==> config.mk <==
export PLATFORM = sky130hd
export DESIGN_NAME = mem_arbiter4
export DESIGN_NICKNAME = d
export VERILOG_FILES = /design/src/rtl/mem_arb_pkg.sv /design/src/rtl/mem_arbiter4_rr_pick4.sv /design/src/rtl/mem_arbiter4.sv
export SDC_FILE = /design/constraint.sdc
export NUM_CORES = 1
export LEC_CHECK = 0
export BUFFER_PORTS_ARGS = -buffer_cell sky130_fd_sc_hd__buf_2
export CAP_MARGIN = 25
export CORE_UTILIZATION = 34
export DETAILED_ROUTE_END_ITERATION = 12
export GPL_TIMING_DRIVEN = 0
export PLACE_DENSITY_LB_ADDON = 0.25
export SYNTH_ARGS = -nofsm -noshare
export SYNTH_HDL_FRONTEND = slang
export SYNTH_SLANG_ARGS = --single-unit
==> constraint.sdc <==
create_clock -name clk -period 2.85 [get_ports clk]
set_input_delay 0.4275 -clock clk [delete_from_list [all_inputs] [get_ports clk]]
set_output_delay 0.4275 -clock clk [all_outputs]
set_load 0.03 [all_outputs]
==> src/rtl/mem_arb_pkg.sv <==
// Shared types and constants for the four-requester memory arbiter.
// ARB_LOCK_EN (optional) enables back-to-back locked transfers.
package mem_arb_pkg;

  localparam int NUM_REQ = 4;
  localparam int SEL_W   = 2;

  typedef enum logic {
    IDLE = 1'b0,
    BUSY = 1'b1
  } arb_state_t;

  function automatic logic [NUM_REQ-1:0] onehot(
    input logic [SEL_W-1:0] idx
  );
    logic [NUM_REQ-1:0] v;
    v      = '0;
    v[idx] = 1'b1;
    return v;
  endfunction

endpackage

==> src/rtl/mem_arbiter4_rr_pick4.sv <==
// Rotated-priority picker: searches last+1, last+2, last+3, last.
// Pure combinational; no state.
module rr_pick4
  import mem_arb_pkg::*;
(
  input  logic [NUM_REQ-1:0] req,
  input  logic [SEL_W-1:0]   last,
  output logic [SEL_W-1:0]   winner,
  output logic               any_req
);

  logic [SEL_W-1:0] idx;

  // Walk from lowest priority to highest so the nearest hit wins.
  always_comb begin
    winner  = '0;
    idx     = '0;
    any_req = |req;
    for (int i = NUM_REQ; i >= 1; i--) begin
      idx = last + SEL_W'(i);
      if (req[idx]) winner = idx;
    end
  end

endmodule

==> src/rtl/mem_arbiter4.sv <==
// Round-robin arbiter for the shared data-memory port.
// Define ARB_LOCK_EN to let a locked winner keep the port across transfers.
module mem_arbiter4
  import mem_arb_pkg::*;
#(
  parameter int DATA_WIDTH = 32,
  parameter int NUM_REQ    = 4
) (
  input  logic                  clk,
  input  logic                  rst_n,
  input  logic [NUM_REQ-1:0]    req,
  input  logic [NUM_REQ-1:0]    lock,
  output logic [NUM_REQ-1:0]    gnt,
  output logic [SEL_W-1:0]      sel,
  output logic                  mem_valid,
  input  logic                  mem_ready,
  input  logic [DATA_WIDTH-1:0] mem_rdata,
  output logic [NUM_REQ-1:0]    done,
  output logic [DATA_WIDTH-1:0] rdata
);

  arb_state_t         state_q;
  arb_state_t         state_d;
  logic [SEL_W-1:0]   last_q;
  logic [SEL_W-1:0]   sel_q;
  logic [NUM_REQ-1:0] gnt_q;
  logic [SEL_W-1:0]   winner;
  logic               any_req;
  logic               xfer;
  logic               hold;
  logic               grant;
  logic               release_bus;

  rr_pick4 u_pick (
    .req     (req),
    .last    (last_q),
    .winner  (winner),
    .any_req (any_req)
  );

`ifdef ARB_LOCK_EN
  assign hold = lock[sel_q] & req[sel_q];
`else
  logic unused_lock;
  assign unused_lock = ^lock;
  assign hold        = 1'b0;
`endif

  assign xfer        = mem_valid & mem_ready;
  assign grant       = (state_q == IDLE) & any_req;
  assign release_bus = xfer & ~hold;

  always_ff @(posedge clk or negedge rst_n) begin
    if (!rst_n) state_q <= IDLE;
    else        state_q <= state_d;
  end

  always_comb begin
    state_d = state_q;
    unique case (state_q)
      IDLE: if (any_req)     state_d = BUSY;
      BUSY: if (release_bus) state_d = IDLE;
      default:               state_d = IDLE;
    endcase
  end

  always_comb begin
    mem_valid = (state_q == BUSY);
  end

  // last only moves when the bus is actually given back.
  always_ff @(posedge clk or negedge rst_n) begin
    if (!rst_n) begin
      gnt_q  <= '0;
      sel_q  <= '0;
      last_q <= SEL_W'(NUM_REQ - 1);
    end else if (grant) begin
      gnt_q  <= onehot(winner);
      sel_q  <= winner;
    end else if (release_bus) begin
      gnt_q  <= '0;
      last_q <= sel_q;
    end
  end

  assign gnt   = gnt_q;
  assign sel   = sel_q;
  assign done  = gnt_q & {NUM_REQ{xfer}};
  assign rdata = mem_rdata;

endmodule

==> results_dict.tcl, run 1 <==
set metrics [dict create \
    max_stage_delay_ns 0.54 \
    synthToLayoutAreaGrowth_pct 43.4 \
    yosysWarnings 0 \
    clock_skew_ns 0.000637 \
    hpwlAfterDp_um 1380 \
    pwr-share-comb_pct 56.2 \
    via_per_inst 4.51 \
    grt_max_degree 11 \
    initial_core_util_pct 36.0 \
    port_buffers 49 \
    powerDensity_nw_per_um2 782 \
    synth-seq-cells 9 \
    r2r-start "last_q[0]" \
    vias 695 \
    fillers 195 \
    wire_per_inst_um 11.0 \
    nNetsFinal 171 \
    finalHoldViolCount 0 \
    core_um2 1960 \
    yosys-top-cells-area "buf_4 34%, dfrtp_1 25%, dfstp_2 7.4%" \
    antenna_left 0 \
    postCtsSetupBuffers 0 \
    syn_avg_cell_area_um2 9.55 \
    drt-pass1-iter-count 4 \
    track_usage_pct 12.6 \
    status "completed" \
    period_needed_ns 1.50 \
    max_slew.worst_pin.slew_ns 0.449 \
    yosysUniqueCellTypes 22 \
    p_int_mw 0.418 \
    hp-class "input pin to asynchronous set/reset pin" \
    clockPowerShare_pct 12.4 \
    wirelength_um 1690 \
    die_w_um 47.6 \
    dieArea_um2 2270 \
    clockRootBuffer "clkbuf_4" \
    max_freq_mhz 665 \
    cts_buffer_depth 2 \
    drt_iter0_drc 10 \
    relSlewSlack_pct 69.9 \
    hold_ws_ns 0.00378 \
    cp_data_arrival_time_ns 1.63 \
    finalPower_mw 0.792 \
    cp_cell_sequence "nand2b_1 > o21ai_0 > a211oi_1 > o21ai_0" \
    crit_top_cell "o21ai_0" \
    setup_viol 0 \
    crit_type "register to register" \
    gp_congestion 0.723 \
    final_area_um2 1010 \
    p_sw_share_pct 47.3 \
    endpoint_kind "register" \
    overflow 0 \
    cts-resized-gates 0 \
    synth_top_area_share_pct 34.0 \
    critPathLaunchType "register" \
    syn_nets 117 \
    cts-buffers-inserted 3 \
    die_h_um 47.6 \
    cap_violations 0 \
    n_antenna_cell 0 \
    syn-cell-area_um2 707 \
    seq_power_share_pct 31.4 \
    h-tree-depth 1 \
    synth_area_leader_cell "buf_4" \
    path_max_fanout 4 \
    totalNegativeSetupSlack_ns 0 \
    cp_slowest_cell "dfstp_2" \
    clock_latency_ns 0.26 \
    ctsHoldBuffers 0 \
    synthCells 74 \
    synth-seq-area-share_pct 32.2 \
    critPathLaunch "last_q[0]" \
    placementRows 16 \
    cts.sinks 9 \
    grt_pass1_wl_um 1970 \
    cts_tree "done" \
    switchingPower_mw 0.374 \
    antenna_found_initial 0 \
    ios 86 \
    grt_pass1_vias 435 \
    power.leakage_nw 0.590 \
    ir_worst_vdd_mv 0.456 \
    dpl_cell_area_um2 986 \
    fin_crit_sh_pct 52.8 \
    drive_gt1_share_pct 73.2 \
    rsz0062_at_grt "false" \
    crit_required_ns 2.98 \
    drc 0 \
    slew_viol_final 0 \
    clkTransAtPathRegs_ns 0.06 \
]
-- cell type report --
cell class	instances	area [um^2]	share of cell area, %
Buffer	32	240	23.7
Clock buffer	3	22.5	2.22
Clock inverter	1	5.00	0.494
Inverter	2	7.51	0.741
Multi-Input combinational cell	31	231	22.8
Sequential cell	9	228	22.5
Tap cell	27	33.8	3.33
Timing Repair Buffer	49	245	24.2
-- sequential cells by signal (all words and copies together) (netlist names) --
register and cells:
mem_valid 1, gnt 4, last_q 2, sel 2
-- stage by stage --
step                      util [%]  setup slack (ns)  instances
after floorplan                  -              1.43         74
after global placement        50.3              1.18        150
after detailed placement      50.3              1.20        150
after CTS                     51.7              1.35        154
after global routing          51.7              1.19        154
final                         51.7              1.35        154
-- worst paths after layout --
path	slack (ns)	cells after the start	end
setup / recovery	1.35	4	sel[0]
max in group asynchronous	2.60	1	last_q[0]
min in group clk	0.43	2	mem_valid
hold reg to reg	0.51	2	sel[0]
hold / removal	0.004	1	gnt[3]
setup reg to reg	1.35	4	sel[0]
-- placed cells by master (no fill, tap or decap) --
master / Yosys / layout
a21o_2: 1 / 1
clkinv_2: 0 / 1
dfstp_2: 2 / 2
buf_2: 0 / 49
a211oi_1: 1 / 1
a21oi_1: 1 / 1
nor2b_2: 1 / 1
clkbuf_4: 0 / 3
nor3b_1: 1 / 1
and3_1: 4 / 4
buf_4: 32 / 32
or2_4: 1 / 1
or2b_1: 1 / 1
a311oi_1: 1 / 1
nand2b_1: 2 / 2
inv_1: 2 / 2
a211o_1: 1 / 1
o21ai_0: 3 / 3
nor3_1: 1 / 1
o31ai_4: 1 / 1
nor2_1: 3 / 3
mux2_2: 2 / 2
nand2_1: 2 / 2
a32o_1: 4 / 4
dfrtp_1: 7 / 7
-- cell usage after synthesis --
cell type / instances
a32o_1: 4
nor2b_2: 1
mux2_2: 2
nor2_1: 3
inv_1: 2
dfrtp_1: 7
o21ai_0: 3
buf_4: 32
dfstp_2: 2
or2b_1: 1
nor3_1: 1
or2_4: 1
nand2b_1: 2
a211o_1: 1
a311oi_1: 1
nor3b_1: 1
o31ai_4: 1
and3_1: 4
nand2_1: 2
a21oi_1: 1
a21o_2: 1
a211oi_1: 1
-- cell families (layout without fill, tap and decap cells) --
family	Yosys count	in the layout	share of synthesized area [%]
buffers and inverters	34	87	35.0
AND/OR/NAND/NOR	16	16	13.3
AO/OA/AOI/OAI	13	13	16.3
flip-flops	9	9	32.2
multiplexers	2	2	3.19
-- routing by layer --
| metal | wire length (um) | vias to the layer above | share of wire (%) | track usage, % |
|---|---|---|---|---|
| li1 | - | 328 | - | - |
| met1 | 614 | 316 | 36 | 14.9 |
| met2 | 859 | 48 | 51 | 23.6 |
| met3 | 195 | 3 | 12 | 1.13 |
| met4 | 19 | 0 | 1.1 | 5.00 |
| met5 | 0 | - | 0 | 0 |
-- power by group through the flow --
stage	clock, mW	combinational (mW)	sequential [mW]
3_5_place_dp	0	0.445	0.251
5_1_grt	0.109	0.480	0.261
3_3_place_gp	0	0.445	0.247
4_1_cts	0.100	0.448	0.249
2_1_floorplan	0	0.253	0.325
6_report	0.0983	0.445	0.249
-- worst max-delay path, delay by kind of cell (launching register included) --
kind | cells | cell delay [ns]
compound gates | 3 | 0.71
flops | 1 | 0.54
simple gates | 1 | 0.12
Note: power is estimated with default switching activity, not from simulation.
==> inputs of run 2 (changes only) <==
Settings changed: CORE_UTILIZATION 34 to 32.
Clock period 2.85 ns to 1.4 ns, I/O delays scaled along.
==> run 2 against run 1 <==
Compared with the run above: worst setup slack got worse by 1.3 ns; clock-buffer cell count did not move; clock power rose by 100%; combinational power rose by 120%; wire length fell by 7.4%; die area rose by 6.0%; largest power group unchanged; highest routed layer unchanged; hold slack improved by 0.22 ns.
==> results_dict.tcl, run 2 (synthesized netlist as in run 1, its figures left out) <==
set metrics [dict create \
    fin_crit_sh_pct 97.4 \
    endpoint_kind "register" \
    crit_top_cell "buf_4" \
    period_needed_ns 1.36 \
    initial_core_util_pct 35.0 \
    cts_buffer_depth 2 \
    placementRows 16 \
    largest_reg_flops 4 \
    clkTransAtPathRegs_ns 0.06 \
    antenna_left 0 \
    port_buffers 49 \
    cap_violations 0 \
    dpl_cell_area_um2 986 \
    clockRootBuffer "clkbuf_4" \
    grt_pass1_vias 541 \
    crit_required_ns 1.55 \
    powerDensity_nw_per_um2 1600 \
    fillers 185 \
    relSlewSlack_pct 68.2 \
    cts.sinks 9 \
    final_common_cell "buf_2" \
    wirelength_um 1560 \
    critPathLaunchType "register" \
    finalPower_mw 1.71 \
    final_area_um2 1070 \
    hpwlAfterDp_um 1260 \
    die_h_um 49 \
    drt-pass1-iter-count 4 \
    cp_data_arrival_time_ns 1.52 \
    wire_per_inst_um 9.96 \
    die_w_um 49 \
    gp_congestion 0.730 \
    antenna_found_initial 0 \
    cp_slowest_cell "dfstp_2" \
    cts_tree "done" \
    hold_ws_ns 0.223 \
    max_slew.worst_pin.slew_ns 0.477 \
    grt_pass1_wl_um 2330 \
    track_usage_pct 12.8 \
    cts-buffers-inserted 3 \
    status "completed" \
    setup_viol 0 \
    final_util_pct 53.0 \
    clock_skew_ns 0.00463 \
    finalHoldViolCount 0 \
    hp-class "input pin to register" \
    path_max_fanout 4 \
    max_stage_delay_ns 0.57 \
    layout_common_cells "49 x buf_2, 34 x buf_4, 7 x dfrtp_1" \
    slew_viol_final 0 \
    totalNegativeSetupSlack_ns 0 \
    clock_latency_ns 0.26 \
    max_freq_mhz 733 \
    power.leakage_nw 0.619 \
    ir_worst_vdd_mv 0.894 \
    drt_iter0_drc 13 \
    n_antenna_cell 0 \
    cp_cell_sequence "buf_4 > buf_4 > a311oi_2 > nor2b_4 > a32o_1" \
    core_um2 2020 \
    crit_type "register to register" \
    grt_max_degree 11 \
    drive_gt1_share_pct 76.9 \
    drc 0 \
    ios 86 \
    vias 701 \
    dieArea_um2 2400 \
    nNetsFinal 174 \
    via_per_inst 4.46 \
    rsz0062_at_grt "true" \
    overflow 0 \
    r2r_slack_ns 0.04 \
    synthToLayoutAreaGrowth_pct 51.5 \
    h-tree-depth 1 \
]
==> run 2: changes by cell type in the layout (fill, tap and decap cells not counted), sizes merged <==
cell / before / now
dlygate4sd3: 0 / 1
buf: 81 / 83
==> run 2: final cells by class <==
| cell class | instances | area [um^2] | share of cell area (%) |
|---|---|---|---|
| Tap cell | 27 | 33.8 | 3.15 |
| Clock buffer | 3 | 22.5 | 2.10 |
| Buffer | 32 | 240 | 22.4 |
| Timing Repair Buffer | 52 | 270 | 25.2 |
| Clock inverter | 1 | 5.00 | 0.467 |
| Multi-Input combinational cell | 31 | 264 | 24.6 |
| Inverter | 2 | 7.51 | 0.701 |
| Sequential cell | 9 | 228 | 21.3 |
==> run 2: critical path, delay by kind of cell (launching register included) <==
family                 cells  cell delay [ns]
AOI/OAI and AO/OA          2             0.31
buffers and inverters      2             0.22
DFF                        1             0.57
and+or+nand+nor            1             0.15
==> run 2: final timing paths <==
check	startpoint	end	cells past startpoint
max in group asynchronous	rst_n	last_q[0]	2
min in group asynchronous	rst_n	sel[1]	2
worst min-delay path	mem_ready	mem_valid	2
worst min register to register	sel[0]	sel[0]	2
worst max register to register	last_q[1]	gnt[2]	5
worst max-delay path	last_q[1]	gnt[2]	5
==> run 2: report_power, final <==
group          total, mW  internal [mW]  switching (mW)
logic               1.00          0.415           0.589
registers          0.509          0.400           0.109
clock network      0.199          0.105          0.0937
==> run 2: what timing repair did <==
action,4_1_cts,5_1_grt
pin swaps,2,4
endpoints found under the hold margin,7,0
resized for setup,2,5
endpoints found under the setup margin,5,5
hold buffers,1,0
buffers inserted,0,2
==> run 2: per-stage QoR <==
stage	worst slack (ns)	cells
final	0.0358	157
after CTS	0.0236	155
after floorplan	0.0562	74
after global routing	-0.0143	157
after global placement	-0.0536	150
after detailed placement	-0.0513	150
==> run 2: metal layers <==
layer  up-vias  track usage, %  share of wire, %
met5         -               0                 0
met1       307            13.1                36
met2        52            23.8                51
met4         0            7.35               2.0
met3         3            2.49                11
li1        339               -                 -
==> inputs of run 3 (changes only) <==
Settings changed: BUFFER_PORTS_ARGS -buffer_cell sky130_fd_sc_hd__buf_2 to -buffer_cell sky130_fd_sc_hd__buf_4, CAP_MARGIN 25 to 20, SLEW_MARGIN set to 20.
==> run 3 against run 2 <==
Compared with the run above: global-route usage rose by 1.9 points; hold slack got worse by 0.042 ns; register-to-register slack got worse by 0.02 ns; combinational power rose by 14%; via count rose by 1.4%; final cell count rose by 0.64%; power rose by 7.7%; worst setup slack got worse by 0.020 ns; fmax fell by 1.4%; sequential share of layout area fell by 2.2 points; design area rose by 12%; largest cell class unchanged; largest power group unchanged.
==> results_dict.tcl, run 3 (synthesized netlist as in run 1, its figures left out) <==
set metrics [dict create \
    drt_iter0_drc 3 \
    powerDensity_nw_per_um2 1540 \
    clockRootBuffer "clkbuf_4" \
    via_per_inst 4.50 \
    vias 711 \
    largest_reg_flops 4 \
    grt_pass1_vias 622 \
    crit_required_ns 1.55 \
    ios 86 \
    layout_common_cells "84 x buf_4, 7 x dfrtp_1, 4 x and3_1, 4 x a32o_1" \
    overflow 0 \
    setup_viol 0 \
    r2r-start "last_q[0]" \
    ir_worst_vdd_mv 1.01 \
    n_antenna_cell 0 \
    fin_ws_ns 0.0160 \
    dieArea_um2 2400 \
    fillers 179 \
    antenna_found_initial 0 \
    die_w_um 49 \
    grt_pass1_wl_um 2740 \
    max_freq_mhz 723 \
    cp_data_arrival_time_ns 1.53 \
    path_max_fanout 4 \
    final_common_cell "buf_4" \
    crit_type "register to register" \
    port_buffers 49 \
    drc 0 \
    relSlewSlack_pct 68.9 \
    endpoint_kind "register" \
    drive_gt1_share_pct 75.6 \
    max_stage_delay_ns 0.55 \
    initial_core_util_pct 35.0 \
    power.leakage_nw 0.654 \
    cts_tree "done" \
    cp_slowest_cell "dfstp_2" \
    critPathLaunchType "register" \
    h-tree-depth 1 \
    timing.rr.end "gnt[1]" \
    clock_latency_ns 0.26 \
    cp_cell_sequence "nand2b_4 > o21ai_2 > a211o_1 > a32o_1" \
    cts_buffer_depth 2 \
    cts-buffers-inserted 3 \
    die_h_um 49 \
    wirelength_um 1790 \
    clock_skew_ns 0.00346 \
    cap_violations 0 \
    final-seq-area_um2 228 \
    synthToLayoutAreaGrowth_pct 69.0 \
    placementRows 16 \
    status "completed" \
    period_needed_ns 1.38 \
    rr_worst_depth 4 \
    fin_crit_sh_pct 98.9 \
    multi_input_area_um2 259 \
    hold_ws_ns 0.181 \
    drt-pass1-iter-count 3 \
    wire_per_inst_um 11.3 \
    nNetsFinal 175 \
    grt_max_degree 11 \
    cts.sinks 9 \
    dp_slack_ns -0.0617 \
    critPathLaunch "last_q[0]" \
    antenna_left 0 \
    clkTransAtPathRegs_ns 0.06 \
    max_slew.worst_pin.slew_ns 0.466 \
    track_usage_pct 14.7 \
    hpwlAfterDp_um 1400 \
    cp-endpoint "gnt[1]" \
    rsz0062_at_grt "true" \
    slew_viol_final 0 \
    r2r_slack_ns 0.02 \
    finalHoldViolCount 0 \
    core_um2 2020 \
    hp-class "input pin to register" \
    gp_congestion 0.731 \
    finalPower_mw 1.84 \
]
-- run 3: how the worst min path moves through the flow --
stage	from	end	slack, ns	depth (start not counted)
floorplan	rst_n	gnt[0]	-0.09	0
global placement	rst_n	gnt[2]	0.04	1
detailed placement	rst_n	sel[1]	0.04	1
CTS	mem_ready	mem_valid	0.17	2
global route	mem_ready	mem_valid	0.22	2
finish	mem_ready	mem_valid	0.18	2
-- run 3: final cells by class --
class,instances,area share (%)
sequential,9,19.1
multi-input combinational,31,21.7
buffer,32,20.1
clock buffer,4,2.20
tap,27,2.83
inverter,2,0.628
timing repair buffer,53,33.5
-- run 3: worst max-delay path: cells and delay by family, from the launching register on --
kind,cells,cell delay (ns)
compound gates,3,0.58
flops,1,0.55
simple gates,1,0.13
-- run 3: repair_timing --
action	4_1_cts	5_1_grt
setup buffers	2	1
hold buffers	1	0
resized for setup	2	4
hold endpoints to repair	9	0
pin swaps	2	3
endpoints found under the setup margin	5	5
-- run 3: metrics by stage --
step / utilization (%) / setup TNS, ns / cells / instance area, um^2
finish: 59.1 / 0 / 158 / 1190
global route: 59.1 / -0.0782 / 158 / 1190
floorplan: - / 0 / 74 / 707
global placement: 54.8 / -0.168 / 150 / 1110
CTS: 57.6 / 0 / 157 / 1160
detailed placement: 54.8 / -0.189 / 150 / 1110
-- run 3: power by group --
part           internal [mW]  switching (mW)
clock network          0.110          0.0937
logic                  0.520           0.616
registers              0.399           0.106
total                   1.03           0.816
-- run 3: metal layers --
| layer | global-route usage [%] | vias to the layer above | part of all wire, % | routed length, um |
|---|---|---|---|---|
| met1 | 16.7 | 321 | 36 | 643 |
| met2 | 24.5 | 51 | 51 | 916 |
| met4 | 8.82 | 0 | 1.3 | 23 |
| met3 | 3.74 | 2 | 12 | 207 |
| met5 | 0 | - | 0 | 0 |
| li1 | - | 337 | - | - |
